## src/rtl/search_scheduler_if.sv

```systemverilog
// search_scheduler_if: control/status bundle between the board glue and the search scheduler.
// master = board glue / lane side driving controls and flags; slave = search_scheduler.
interface search_scheduler_if #(
    parameter int unsigned LANES_LOG2 = 3,
    parameter int unsigned CNT_W      = 29
);
    localparam int unsigned LANES = 2 ** LANES_LOG2;

    logic                 enable;
    logic                 start;
    logic [CNT_W-1:0]     base_in;
    logic [CNT_W-1:0]     limit_in;
    logic [LANES-1:0]     lane_found;
    logic [CNT_W-1:0]     counter_out;
    logic                 issue_valid;
    logic                 busy;
    logic                 paused;
    logic                 found;
    logic                 done;
    logic [31:0]          found_candidate;
    logic [31:0]          issue_count;
    logic [31:0]          stall_count;

    modport master (
        output enable, start, base_in, limit_in, lane_found,
        input  counter_out, issue_valid, busy, paused, found, done,
               found_candidate, issue_count, stall_count
    );

    modport slave (
        input  enable, start, base_in, limit_in, lane_found,
        output counter_out, issue_valid, busy, paused, found, done,
               found_candidate, issue_count, stall_count
    );
endinterface

```

## src/rtl/search_scheduler.sv

```systemverilog
// search_scheduler: issues block indices to the MD5 hash lanes, supports pause, inclusive
// range and drain, and attributes lane hits through a latency-matched issue history.
// Optional macro SEARCH_STATS_EN enables the issue/stall statistics counters; when it is
// undefined issue_count and stall_count are tied to zero.
module search_scheduler #(
    parameter int unsigned LANES_LOG2 = 3,
    parameter int unsigned CNT_W      = 29,
    parameter int unsigned PIPE_LAT   = 64
) (
    input logic              CLK,
    input logic              CPU_RESETN,
    search_scheduler_if.slave bus
);
    localparam int unsigned LANES  = 2 ** LANES_LOG2;
    localparam int unsigned DRN_W  = $clog2(PIPE_LAT + 1);
    localparam int unsigned CAND_W = CNT_W + LANES_LOG2;

    localparam logic [2:0] S_IDLE  = 3'd0;
    localparam logic [2:0] S_RUN   = 3'd1;
    localparam logic [2:0] S_PAUSE = 3'd2;
    localparam logic [2:0] S_DRAIN = 3'd3;
    localparam logic [2:0] S_FOUND = 3'd4;
    localparam logic [2:0] S_EXH   = 3'd5;

    logic [2:0]          r_state, w_state_nxt;
    logic [CNT_W-1:0]    r_idx, w_idx_nxt;
    logic [CNT_W-1:0]    r_limit, w_limit_nxt;
    logic [DRN_W-1:0]    r_drain, w_drain_nxt;
    logic                r_issue_valid, w_issue_valid_nxt;
    logic                r_busy, w_busy_nxt;
    logic                r_paused, w_paused_nxt;
    logic                r_found, w_found_nxt;
    logic                r_done, w_done_nxt;
    logic [CAND_W-1:0]   r_cand, w_cand_nxt;
    logic [PIPE_LAT-1:0] r_hv;
    logic [CNT_W-1:0]    r_hi [PIPE_LAT];
    logic [LANES_LOG2-1:0] w_lane;
    logic                w_hit;

    // Lowest-numbered asserted lane wins attribution
    always_comb begin
        w_lane = '0;
        for (int i = int'(LANES) - 1; i >= 0; i--) begin
            if (bus.lane_found[i]) w_lane = LANES_LOG2'(i);
        end
    end

    // A hit needs a valid tail entry while a search is active
    assign w_hit = r_hv[PIPE_LAT-1] && (bus.lane_found != '0) &&
                   (r_state == S_RUN || r_state == S_PAUSE || r_state == S_DRAIN);

    // State register
    always_ff @(posedge CLK) begin
        if (!CPU_RESETN) r_state <= S_IDLE;
        else             r_state <= w_state_nxt;
    end

    // Next-state and next-output logic
    always_comb begin
        w_state_nxt = r_state;
        w_idx_nxt   = r_idx;
        w_limit_nxt = r_limit;
        w_drain_nxt = r_drain;
        w_found_nxt = r_found;
        w_done_nxt  = r_done;
        w_cand_nxt  = r_cand;
        case (r_state)
            S_IDLE, S_FOUND, S_EXH: begin
                if (bus.start) begin
                    w_idx_nxt   = bus.base_in;
                    w_limit_nxt = bus.limit_in;
                    w_found_nxt = 1'b0;
                    w_done_nxt  = 1'b0;
                    w_cand_nxt  = '0;
                    if (bus.limit_in < bus.base_in) begin
                        w_state_nxt = S_DRAIN;
                        w_drain_nxt = DRN_W'(PIPE_LAT - 1);
                    end else if (bus.enable) begin
                        w_state_nxt = S_RUN;
                    end else begin
                        w_state_nxt = S_PAUSE;
                    end
                end
            end
            S_RUN: begin
                if (r_idx == r_limit) begin
                    w_state_nxt = S_DRAIN;
                    w_drain_nxt = DRN_W'(PIPE_LAT - 1);
                end else begin
                    w_idx_nxt = r_idx + CNT_W'(1);
                    if (!bus.enable) w_state_nxt = S_PAUSE;
                end
            end
            S_PAUSE: begin
                if (bus.enable) w_state_nxt = S_RUN;
            end
            S_DRAIN: begin
                if (r_drain == '0) begin
                    w_state_nxt = S_EXH;
                    w_done_nxt  = 1'b1;
                end else begin
                    w_drain_nxt = r_drain - DRN_W'(1);
                end
            end
            default: w_state_nxt = S_IDLE;
        endcase
        // Match overrides every other transition in the same cycle
        if (w_hit) begin
            w_state_nxt = S_FOUND;
            w_idx_nxt   = r_idx;
            w_found_nxt = 1'b1;
            w_done_nxt  = 1'b1;
            w_cand_nxt  = {r_hi[PIPE_LAT-1], w_lane};
        end
        w_issue_valid_nxt = (w_state_nxt == S_RUN);
        w_paused_nxt      = (w_state_nxt == S_PAUSE);
        w_busy_nxt        = (w_state_nxt == S_RUN) || (w_state_nxt == S_PAUSE) ||
                            (w_state_nxt == S_DRAIN);
    end

    // Datapath and output registers
    always_ff @(posedge CLK) begin
        if (!CPU_RESETN) begin
            r_idx         <= '0;
            r_limit       <= '0;
            r_drain       <= '0;
            r_issue_valid <= 1'b0;
            r_busy        <= 1'b0;
            r_paused      <= 1'b0;
            r_found       <= 1'b0;
            r_done        <= 1'b0;
            r_cand        <= '0;
        end else begin
            r_idx         <= w_idx_nxt;
            r_limit       <= w_limit_nxt;
            r_drain       <= w_drain_nxt;
            r_issue_valid <= w_issue_valid_nxt;
            r_busy        <= w_busy_nxt;
            r_paused      <= w_paused_nxt;
            r_found       <= w_found_nxt;
            r_done        <= w_done_nxt;
            r_cand        <= w_cand_nxt;
        end
    end

    // History valid bits shift every cycle; reset and a hit flush them
    always_ff @(posedge CLK) begin
        if (!CPU_RESETN || w_hit) r_hv <= '0;
        else                      r_hv <= {r_hv[PIPE_LAT-2:0], r_issue_valid};
    end

    // History indices shift every cycle; only meaningful under their valid bit
    always_ff @(posedge CLK) begin
        r_hi[0] <= r_idx;
        for (int unsigned i = 1; i < PIPE_LAT; i++) r_hi[i] <= r_hi[i-1];
    end

    assign bus.counter_out     = r_idx;
    assign bus.issue_valid     = r_issue_valid;
    assign bus.busy            = r_busy;
    assign bus.paused          = r_paused;
    assign bus.found           = r_found;
    assign bus.done            = r_done;
    assign bus.found_candidate = 32'(r_cand);

`ifdef SEARCH_STATS_EN
    logic [31:0] r_issue_cnt, r_stall_cnt;
    logic        w_start_acc;

    assign w_start_acc = bus.start &&
                         (r_state == S_IDLE || r_state == S_FOUND || r_state == S_EXH);

    // Saturating issue/stall counters, cleared by an accepted start
    always_ff @(posedge CLK) begin
        if (!CPU_RESETN || w_start_acc) begin
            r_issue_cnt <= '0;
            r_stall_cnt <= '0;
        end else begin
            if (r_issue_valid && r_issue_cnt != '1)        r_issue_cnt <= r_issue_cnt + 32'd1;
            if (r_state == S_PAUSE && r_stall_cnt != '1)   r_stall_cnt <= r_stall_cnt + 32'd1;
        end
    end

    assign bus.issue_count = r_issue_cnt;
    assign bus.stall_count = r_stall_cnt;
`else
    assign bus.issue_count = '0;
    assign bus.stall_count = '0;
`endif

endmodule

```

## src/flat_wrapper.sv

```systemverilog
// flat-port wrapper written by rule: the top's interface ports become plain ports
module search_scheduler_flat 
#(
    parameter int unsigned LANES_LOG2 = 3,
    parameter int unsigned CNT_W      = 29,
    parameter int unsigned PIPE_LAT   = 64
)
  (CLK, CPU_RESETN, bus_enable, bus_start, bus_base_in, bus_limit_in, bus_lane_found, bus_counter_out, bus_issue_valid, bus_busy, bus_paused, bus_found, bus_done, bus_found_candidate, bus_issue_count, bus_stall_count);
  search_scheduler_if #(.LANES_LOG2(LANES_LOG2), .CNT_W(CNT_W)) bus_i ();
  input logic CLK;
  input logic CPU_RESETN;
  input wire logic [$bits(bus_i.enable)-1:0] bus_enable;
  input wire logic [$bits(bus_i.start)-1:0] bus_start;
  input wire logic [$bits(bus_i.base_in)-1:0] bus_base_in;
  input wire logic [$bits(bus_i.limit_in)-1:0] bus_limit_in;
  input wire logic [$bits(bus_i.lane_found)-1:0] bus_lane_found;
  output wire logic [$bits(bus_i.counter_out)-1:0] bus_counter_out;
  output wire logic [$bits(bus_i.issue_valid)-1:0] bus_issue_valid;
  output wire logic [$bits(bus_i.busy)-1:0] bus_busy;
  output wire logic [$bits(bus_i.paused)-1:0] bus_paused;
  output wire logic [$bits(bus_i.found)-1:0] bus_found;
  output wire logic [$bits(bus_i.done)-1:0] bus_done;
  output wire logic [$bits(bus_i.found_candidate)-1:0] bus_found_candidate;
  output wire logic [$bits(bus_i.issue_count)-1:0] bus_issue_count;
  output wire logic [$bits(bus_i.stall_count)-1:0] bus_stall_count;
  assign bus_i.enable = bus_enable;
  assign bus_i.start = bus_start;
  assign bus_i.base_in = bus_base_in;
  assign bus_i.limit_in = bus_limit_in;
  assign bus_i.lane_found = bus_lane_found;
  assign bus_counter_out = bus_i.counter_out;
  assign bus_issue_valid = bus_i.issue_valid;
  assign bus_busy = bus_i.busy;
  assign bus_paused = bus_i.paused;
  assign bus_found = bus_i.found;
  assign bus_done = bus_i.done;
  assign bus_found_candidate = bus_i.found_candidate;
  assign bus_issue_count = bus_i.issue_count;
  assign bus_stall_count = bus_i.stall_count;
  search_scheduler #(.LANES_LOG2(LANES_LOG2), .CNT_W(CNT_W), .PIPE_LAT(PIPE_LAT)) u_core (.CLK(CLK), .CPU_RESETN(CPU_RESETN), .bus(bus_i));
endmodule
```

## config.mk

```make
export PLATFORM = sky130hd
export DESIGN_NAME = search_scheduler_flat
export DESIGN_NICKNAME = d
export VERILOG_FILES = /design/src/rtl/search_scheduler_if.sv /design/src/rtl/search_scheduler.sv /design/src/flat_wrapper.sv
export SDC_FILE = /design/constraint.sdc
export NUM_CORES = 1
export LEC_CHECK = 0
export CELL_PAD_IN_SITES_DETAIL_PLACEMENT = 1
export CELL_PAD_IN_SITES_GLOBAL_PLACEMENT = 1
export CORE_MARGIN = 2
export CORE_UTILIZATION = 25
export DETAILED_ROUTE_END_ITERATION = 12
export PLACE_DENSITY = 0.42
export SETUP_SLACK_MARGIN = 0.02
export SLEW_MARGIN = 20
export SYNTH_ARGS = -nofsm -noshare
export SYNTH_HDL_FRONTEND = slang
export SYNTH_SLANG_ARGS = --single-unit
```

## constraint.sdc

```tcl
create_clock -name CLK -period 7.05 [get_ports CLK]
set_input_delay 1.0575 -clock CLK [delete_from_list [all_inputs] [get_ports CLK]]
set_output_delay 1.0575 -clock CLK [all_outputs]
set_load 0.01 [all_outputs]
```

==> results of run 1 <==
==> power groups by stage <==
stage | sequential [mW] | clock (mW) | combinational (mW)
3_3_place_gp | 13.1 | 0 | 0.521
2_1_floorplan | 13.0 | 0 | 0.301
6_report | 12.8 | 10.5 | 0.505
3_5_place_dp | 13.1 | 0 | 0.522
4_1_cts | 12.9 | 11.0 | 0.525
5_1_grt | 13.0 | 11.5 | 0.564
==> registers in the layout (all words and copies together), names as in the netlist <==
signal and flops:
u_core.bus.busy 1, u_core.r_drain 7, u_core.r_limit 29, u_core.bus.counter_out 29, u_core.bus.done 1, u_core.r_state 3, u_core.r_hv 64, u_core.bus.paused 1
u_core.bus.issue_valid 1, u_core.bus.found 1, u_core.r_hi 1856, u_core.bus.found_candidate 32
==> final cells by class <==
class,instances,area (um^2),area share
Multi-Input combinational cell,696,4200,0.07497
Clock buffer,280,5723,0.1022
Antenna cell,2,5.005,0.00008933
Inverter,37,138.9,0.002479
Clock inverter,72,993.5,0.01773
Sequential cell,2025,40540,0.7236
Tap cell,2370,2965,0.05293
Timing Repair Buffer,147,1459,0.02604
==> critical path, delay by kind of cell <==
family          cells  cell delay [ns]
compound gates      2             0.79
fa+ha+maj           1             0.43
buf+inv             2             0.53
simple gates        4             1.51
==> cells by family after synthesis <==
logic type,Yosys count
buffers and inverters,163
flip-flops,2025
other,1
AO/OA/AOI/OAI,211
XOR/XNOR,29
AND/OR/NAND/NOR,360
adder cells (fa/ha/maj),31
multiplexers,1
==> layer usage <==
metal,vias up,wire [um],GRT usage,share of wire
met1,9298,28080,0.08171,0.43
met4,0,2432,0.03740,0.037
met5,-,0,0,0
li1,9553,-,-,-
met3,182,4005,0.02515,0.061
met2,367,31260,0.1214,0.48
==> worst max-delay path by stage <==
stage	cells past startpoint	start	to	slack, ns
6_report	9	bus_base_in[28]	u_core.r_drain[3]	3.38
4_1_cts	9	bus_base_in[28]	u_core.r_drain[4]	3.24
3_5_place_dp	9	bus_base_in[28]	u_core.r_drain[3]	2.38
3_3_place_gp	9	bus_base_in[28]	u_core.r_drain[3]	2.42
2_1_floorplan	9	bus_base_in[14]	u_core.r_drain[2]	3.99
5_1_grt	9	bus_base_in[28]	u_core.r_drain[5]	3.14
==> placed cells by master (no fill, tap or decap), types with 12 or more instances in the layout <==
master / count
a21boi_0: 60
a21oi_1: 42
and3_1: 73
buf_4: 12
bufinv_16: 15
clkbuf_1: 36
clkbuf_16: 198
clkbuf_8: 46
clkdlybuf4s50_1: 134
clkinv_2: 34
conb_1: 64
dfxtp_1: 2025
ha_1: 31
inv_1: 37
nand2_1: 128
nand3_1: 49
nand4_1: 16
nor2_1: 51
o21ai_0: 24
xnor2_1: 18
==> results.sh, run 1 <==
export IMPL_status="finished, final reports clean"
export IMPL_combPwrFrac=0.021
export IMPL_p_leak_nw=22.52
export IMPL_drive_above_1_share=0.1059
export IMPL_hold_viol_final=0
export IMPL_p_sw_mw=4.844
export IMPL_pwr_share_clk=0.440
export IMPL_grt_pass1_wl_mm=104.5
export IMPL_core_area_um2=180500
export IMPL_syn_cell_area_um2=45370
export IMPL_viasPerCell=3.446
export IMPL_hold_class="reg2reg"
export IMPL_synthArstFlopShare=0
export IMPL_ys_top_cells_by_count="dfxtp_1, nand2_1, and3_1"
export IMPL_wirelength_mm=65.77
export IMPL_p_per_area_nw_per_um2=425.4
export IMPL_drv_slew=0
export IMPL_overflow=0
export IMPL_yosys_cell_types_count=61
export IMPL_postCtsSetupRepairBufs=0
export IMPL_die_x_um=430.0
export IMPL_wire_per_inst_um=11.68
export IMPL_seq_power_share=0.538
export IMPL_placed_cells=5274
export IMPL_gp_congestion=0.7100
export IMPL_rr_startpoint="u_core.bus.counter_out[11]"
export IMPL_hold_ws_ns=0.2953
export IMPL_yosysMostFrequentCell="dfxtp_1"
export IMPL_die_y_um=430.0
export IMPL_syn_inst=2821
export IMPL_final_cells=5629
export IMPL_htree_levels=4
export IMPL_p_int_mw=18.99
export IMPL_synth_edff_count=0
export IMPL_post_dp_cell_area_um2=49270
export IMPL_grt_usage=0.07264
export IMPL_root_buffer="clkbuf_16"
export IMPL_cp_max_fo=6
export IMPL_drtAntennaViolNets=0
export IMPL_rsz0062_at_grt="false"
export IMPL_maxCapViolCount=0
export IMPL_crit_top_cell="nand4_1"
export IMPL_max_stage_delay_ns=0.76
export IMPL_syn_avg_cell_area_um2=16.08
export IMPL_finalInstanceArea_um2=56020
export IMPL_cts_buffers=197
export IMPL_cts_resized=0
export IMPL_timing_fmax_ghz=0.2725
export IMPL_clk_latency_ns=0.79
export IMPL_cp_start_kind="primary input"
export IMPL_cts_hold_fix_buffers=0
export IMPL_synth_flop_cell="dfxtp_1"
export IMPL_clkSlewWorstSetupHoldPaths_ns=0.06
export IMPL_slew_headroom=0.2876
export IMPL_synth_seq_cells=2025
export IMPL_crit_type="in2reg"
export IMPL_layout_nets=3205
export IMPL_required_ns=7.72
export IMPL_crit_path_end_kind="register"
export IMPL_area_growth_pct=23.48
export IMPL_whs_endpoint="u_core.r_hi[0][278]"
export IMPL_synthTopCellsByArea="dfxtp_1, buf_4, nand2_1"
export IMPL_power_share_switching=0.2032
export IMPL_cts_tree="yes"
export IMPL_io_pins=200
export IMPL_dp_hpwl_mm=37.44
export IMPL_reg2reg_to="u_core.bus.counter_out[28]"
export IMPL_drtIter0Drc=731
export IMPL_synth_warnings=0
export IMPL_min_path_cells=0
export IMPL_synth_compound_area_frac=0.03334
export IMPL_synth_adder_area_share=0.008549
export IMPL_grt_pass1_vias=19680
export IMPL_synth_top_area_cell="dfxtp_1"
export IMPL_die_area_um2=184900
export IMPL_drc_errors=0
export IMPL_p_total_mw=23.83
export IMPL_min_from="u_core.r_hi[0][249]"
export IMPL_portBuffers=135
export IMPL_fin_crit_sh=0.5205
export IMPL_timing_final_crit_period_ns=3.670
export IMPL_worst_slack_ns=3.380
export IMPL_crit_chain="clkdlybuf4s50_1 > inv_1 > ha_1 > nand4_1 > nor4_1 > nand4_1 > o2111ai_1 > nand2_1 > a32o_1"
export IMPL_synthSimpleGateAreaFrac=0.03855
export IMPL_final_fill_count=18640
export IMPL_synth_top_family_by_area="simple AND/OR/NAND/NOR gates"
export IMPL_start_util=0.2513
export IMPL_worstMarginPinSlew_ns=1.069
export IMPL_place_ws_ns=2.382
export IMPL_seq_area_frac_synth=0.8935
export IMPL_clk_path_buf_depth=3
export IMPL_crit_arrival_ns=4.34
export IMPL_utilization=0.3103
export IMPL_setup_violations=0
export IMPL_synth_top_area_frac=0.8935
export IMPL_post_synth_xor_area_fraction=0.005764
export IMPL_grt_max_degree=105
export IMPL_rows=156
export IMPL_synthMuxAreaShare=0.0002206
export IMPL_vias=19400
export IMPL_regToRegSetupSlack_ns=3.72
export IMPL_fin_skew_ns=0.02973
export IMPL_cts_sinks=2025
export IMPL_drtPass1Iterations=6
export IMPL_grt_antenna_before_repair=3
export IMPL_crit_slowest_cell="nor4_1"
export IMPL_ir_drop_mv=0.2114
export IMPL_r2r_cells=8
export IMPL_fin_setup_tns_ns=0
Power figures use the tool's default switching activity.
==> inputs of run 2 (changes only) <==
PLACE_DENSITY = 0.44   (was 0.42)
clock period = 2.9 ns   (was 7.05 ns; I/O delays follow)
==> results.sh, run 2 (synthesized netlist as in run 1, its figures left out) <==
export IMPL_htree_levels=4
export IMPL_wire_per_inst_um=11.45
export IMPL_timing_fmax_ghz=0.3728
export IMPL_cts_buffers=196
export IMPL_timing_final_crit_period_ns=2.682
export IMPL_p_sw_mw=11.66
export IMPL_whs_endpoint="u_core.bus.counter_out[15]"
export IMPL_area_growth_pct=24.54
export IMPL_crit_slowest_cell="or4_1"
export IMPL_combPwrFrac=0.025
export IMPL_vias=19760
export IMPL_drive_above_1_share=0.1229
export IMPL_required_ns=3.61
export IMPL_cts_resized=0
export IMPL_gp_congestion=0.7358
export IMPL_clk_latency_ns=0.78
export IMPL_rr_startpoint="u_core.bus.counter_out[11]"
export IMPL_grt_pass1_vias=20200
export IMPL_hold_viol_final=0
export IMPL_utilization=0.3130
export IMPL_die_x_um=430.0
export IMPL_cts_hold_fix_buffers=0
export IMPL_pwr_share_clk=0.438
export IMPL_final_common_cell="dfxtp_1"
export IMPL_fin_skew_ns=0.02050
export IMPL_drtAntennaViolNets=0
export IMPL_p_per_area_nw_per_um2=1026
export IMPL_worst_path_buf_inv=1
export IMPL_crit_type="reg2reg"
export IMPL_grt_usage=0.07175
export IMPL_crit_chain="xnor2_1 > buf_4 > nand4_1 > or4_1 > o31a_1 > o211a_1 > o211ai_1 > o211a_1"
export IMPL_p_leak_nw=22.83
export IMPL_wirelength_mm=65.26
export IMPL_p_int_mw=46.29
export IMPL_cts_sinks=2025
export IMPL_layout_nets=3268
export IMPL_path_depth=8
export IMPL_hold_class="in2reg"
export IMPL_dp_hpwl_mm=38.55
export IMPL_power_share_switching=0.2012
export IMPL_regMostFlops="u_core.r_hi"
export IMPL_slew_headroom=0.3841
export IMPL_min_path_cells=2
export IMPL_fin_crit_sh=0.9250
export IMPL_largest_reg_flops=1856
export IMPL_p_total_mw=57.95
export IMPL_final_fill_count=18680
export IMPL_reg2reg_to="u_core.bus.counter_out[1]"
export IMPL_grt_pass1_wl_mm=104.7
export IMPL_root_buffer="clkbuf_16"
export IMPL_postCtsSetupRepairBufs=0
export IMPL_max_stage_delay_ns=0.62
export IMPL_drtPass1Iterations=4
export IMPL_r2r_cells=8
export IMPL_maxCapViolCount=0
export IMPL_start_util=0.2513
export IMPL_viasPerCell=3.466
export IMPL_drv_slew=0
export IMPL_grt_antenna_before_repair=3
export IMPL_min_from="CPU_RESETN"
export IMPL_portBuffers=135
export IMPL_fin_setup_tns_ns=0
export IMPL_setup_violations=0
export IMPL_crit_top_cell="o211a_1"
export IMPL_clkSlewWorstSetupHoldPaths_ns=0.06
export IMPL_drc_errors=0
export IMPL_cp_max_fo=14
export IMPL_rows=156
export IMPL_crit_path_end_kind="register"
export IMPL_worstMarginPinSlew_ns=0.9199
export IMPL_overflow=0
export IMPL_clk_path_buf_depth=3
export IMPL_final_cell_mix="dfxtp_1, clkbuf_16, clkdlybuf4s50_1, nand2_1"
export IMPL_ir_drop_mv=0.4946
export IMPL_core_area_um2=180500
export IMPL_drtIter0Drc=762
export IMPL_die_y_um=430.0
export IMPL_cts_tree="yes"
export IMPL_regToRegSetupSlack_ns=0.22
export IMPL_io_pins=200
export IMPL_die_area_um2=184900
export IMPL_grt_max_degree=89
export IMPL_status="finished, final reports clean"
export IMPL_path_delay_family="compound AO/OA/AOI/OAI gates"
export IMPL_cp_start_kind="register"
export IMPL_seq_power_share=0.537
export IMPL_rsz0062_at_grt="false"
export IMPL_crit_arrival_ns=3.40
-- run 2: power by group through the flow --
stage          registers [mW]  clock network, mW  logic, mW
6_report                 31.1               25.4       1.47
5_1_grt                  31.4               27.8       1.63
4_1_cts                  31.2               26.6       1.52
3_5_place_dp             31.8                  0       1.51
3_3_place_gp             31.7                  0       1.50
2_1_floorplan            31.6                  0      0.733
-- run 2: area by class of cell --
type / count / area [um^2] / area share
well taps: 2370 / 2965 / 0.05248
inverters: 37 / 138.9 / 0.002458
repair buffers: 211 / 1969 / 0.03485
diodes: 1 / 2.502 / 0.00004429
flip-flops and latches: 2025 / 40540 / 0.7174
multi-input cells: 696 / 4207 / 0.07445
clock buffers: 291 / 5773 / 0.1022
clock inverters: 69 / 909.6 / 0.01610
-- run 2: worst max path at each step --
| stage | start | to | slack [ns] |
|---|---|---|---|
| floorplan | bus_base_in[14] | u_core.r_drain[2] | 0.46 |
| global placement | bus_base_in[28] | u_core.r_drain[3] | -0.62 |
| finish | u_core.bus.counter_out[11] | u_core.bus.counter_out[1] | 0.22 |
| CTS | u_core.bus.counter_out[11] | u_core.bus.counter_out[1] | 0.13 |
| detailed placement | bus_base_in[14] | u_core.r_drain[2] | -0.68 |
| global route | u_core.bus.counter_out[16] | u_core.bus.issue_valid | 0.02 |
-- run 2: routing by layer --
metal	vias up	share of wire	track usage
li1	9699	-	-
met1	9507	0.42	0.08069
met2	370	0.47	0.1171
met3	182	0.069	0.02814
met4	0	0.039	0.03775
met5	-	0	0
-- run 2: worst register-to-register path: stages, from the launching register on --
cell and delay (ns):
dfxtp_1 0.32, xnor2_1 0.15, buf_4 0.17, nand4_1 0.14
or4_1 0.62, o31a_1 0.40, o211a_1 0.41, o211ai_1 0.25
o211a_1 0.17
-- run 2: metrics by stage --
step	hold WS, ns	std cells	cell area, um^2	setup slack, ns
after floorplan	0.3096	2884	45610	0.4587
after global placement	0.3095	5339	49810	-0.6238
after detailed placement	0.3132	5339	49810	-0.6753
after CTS	0.1324	5699	56500	0.1267
after global routing	0.1845	5699	56500	0.02193
final	0.2111	5700	56500	0.2175
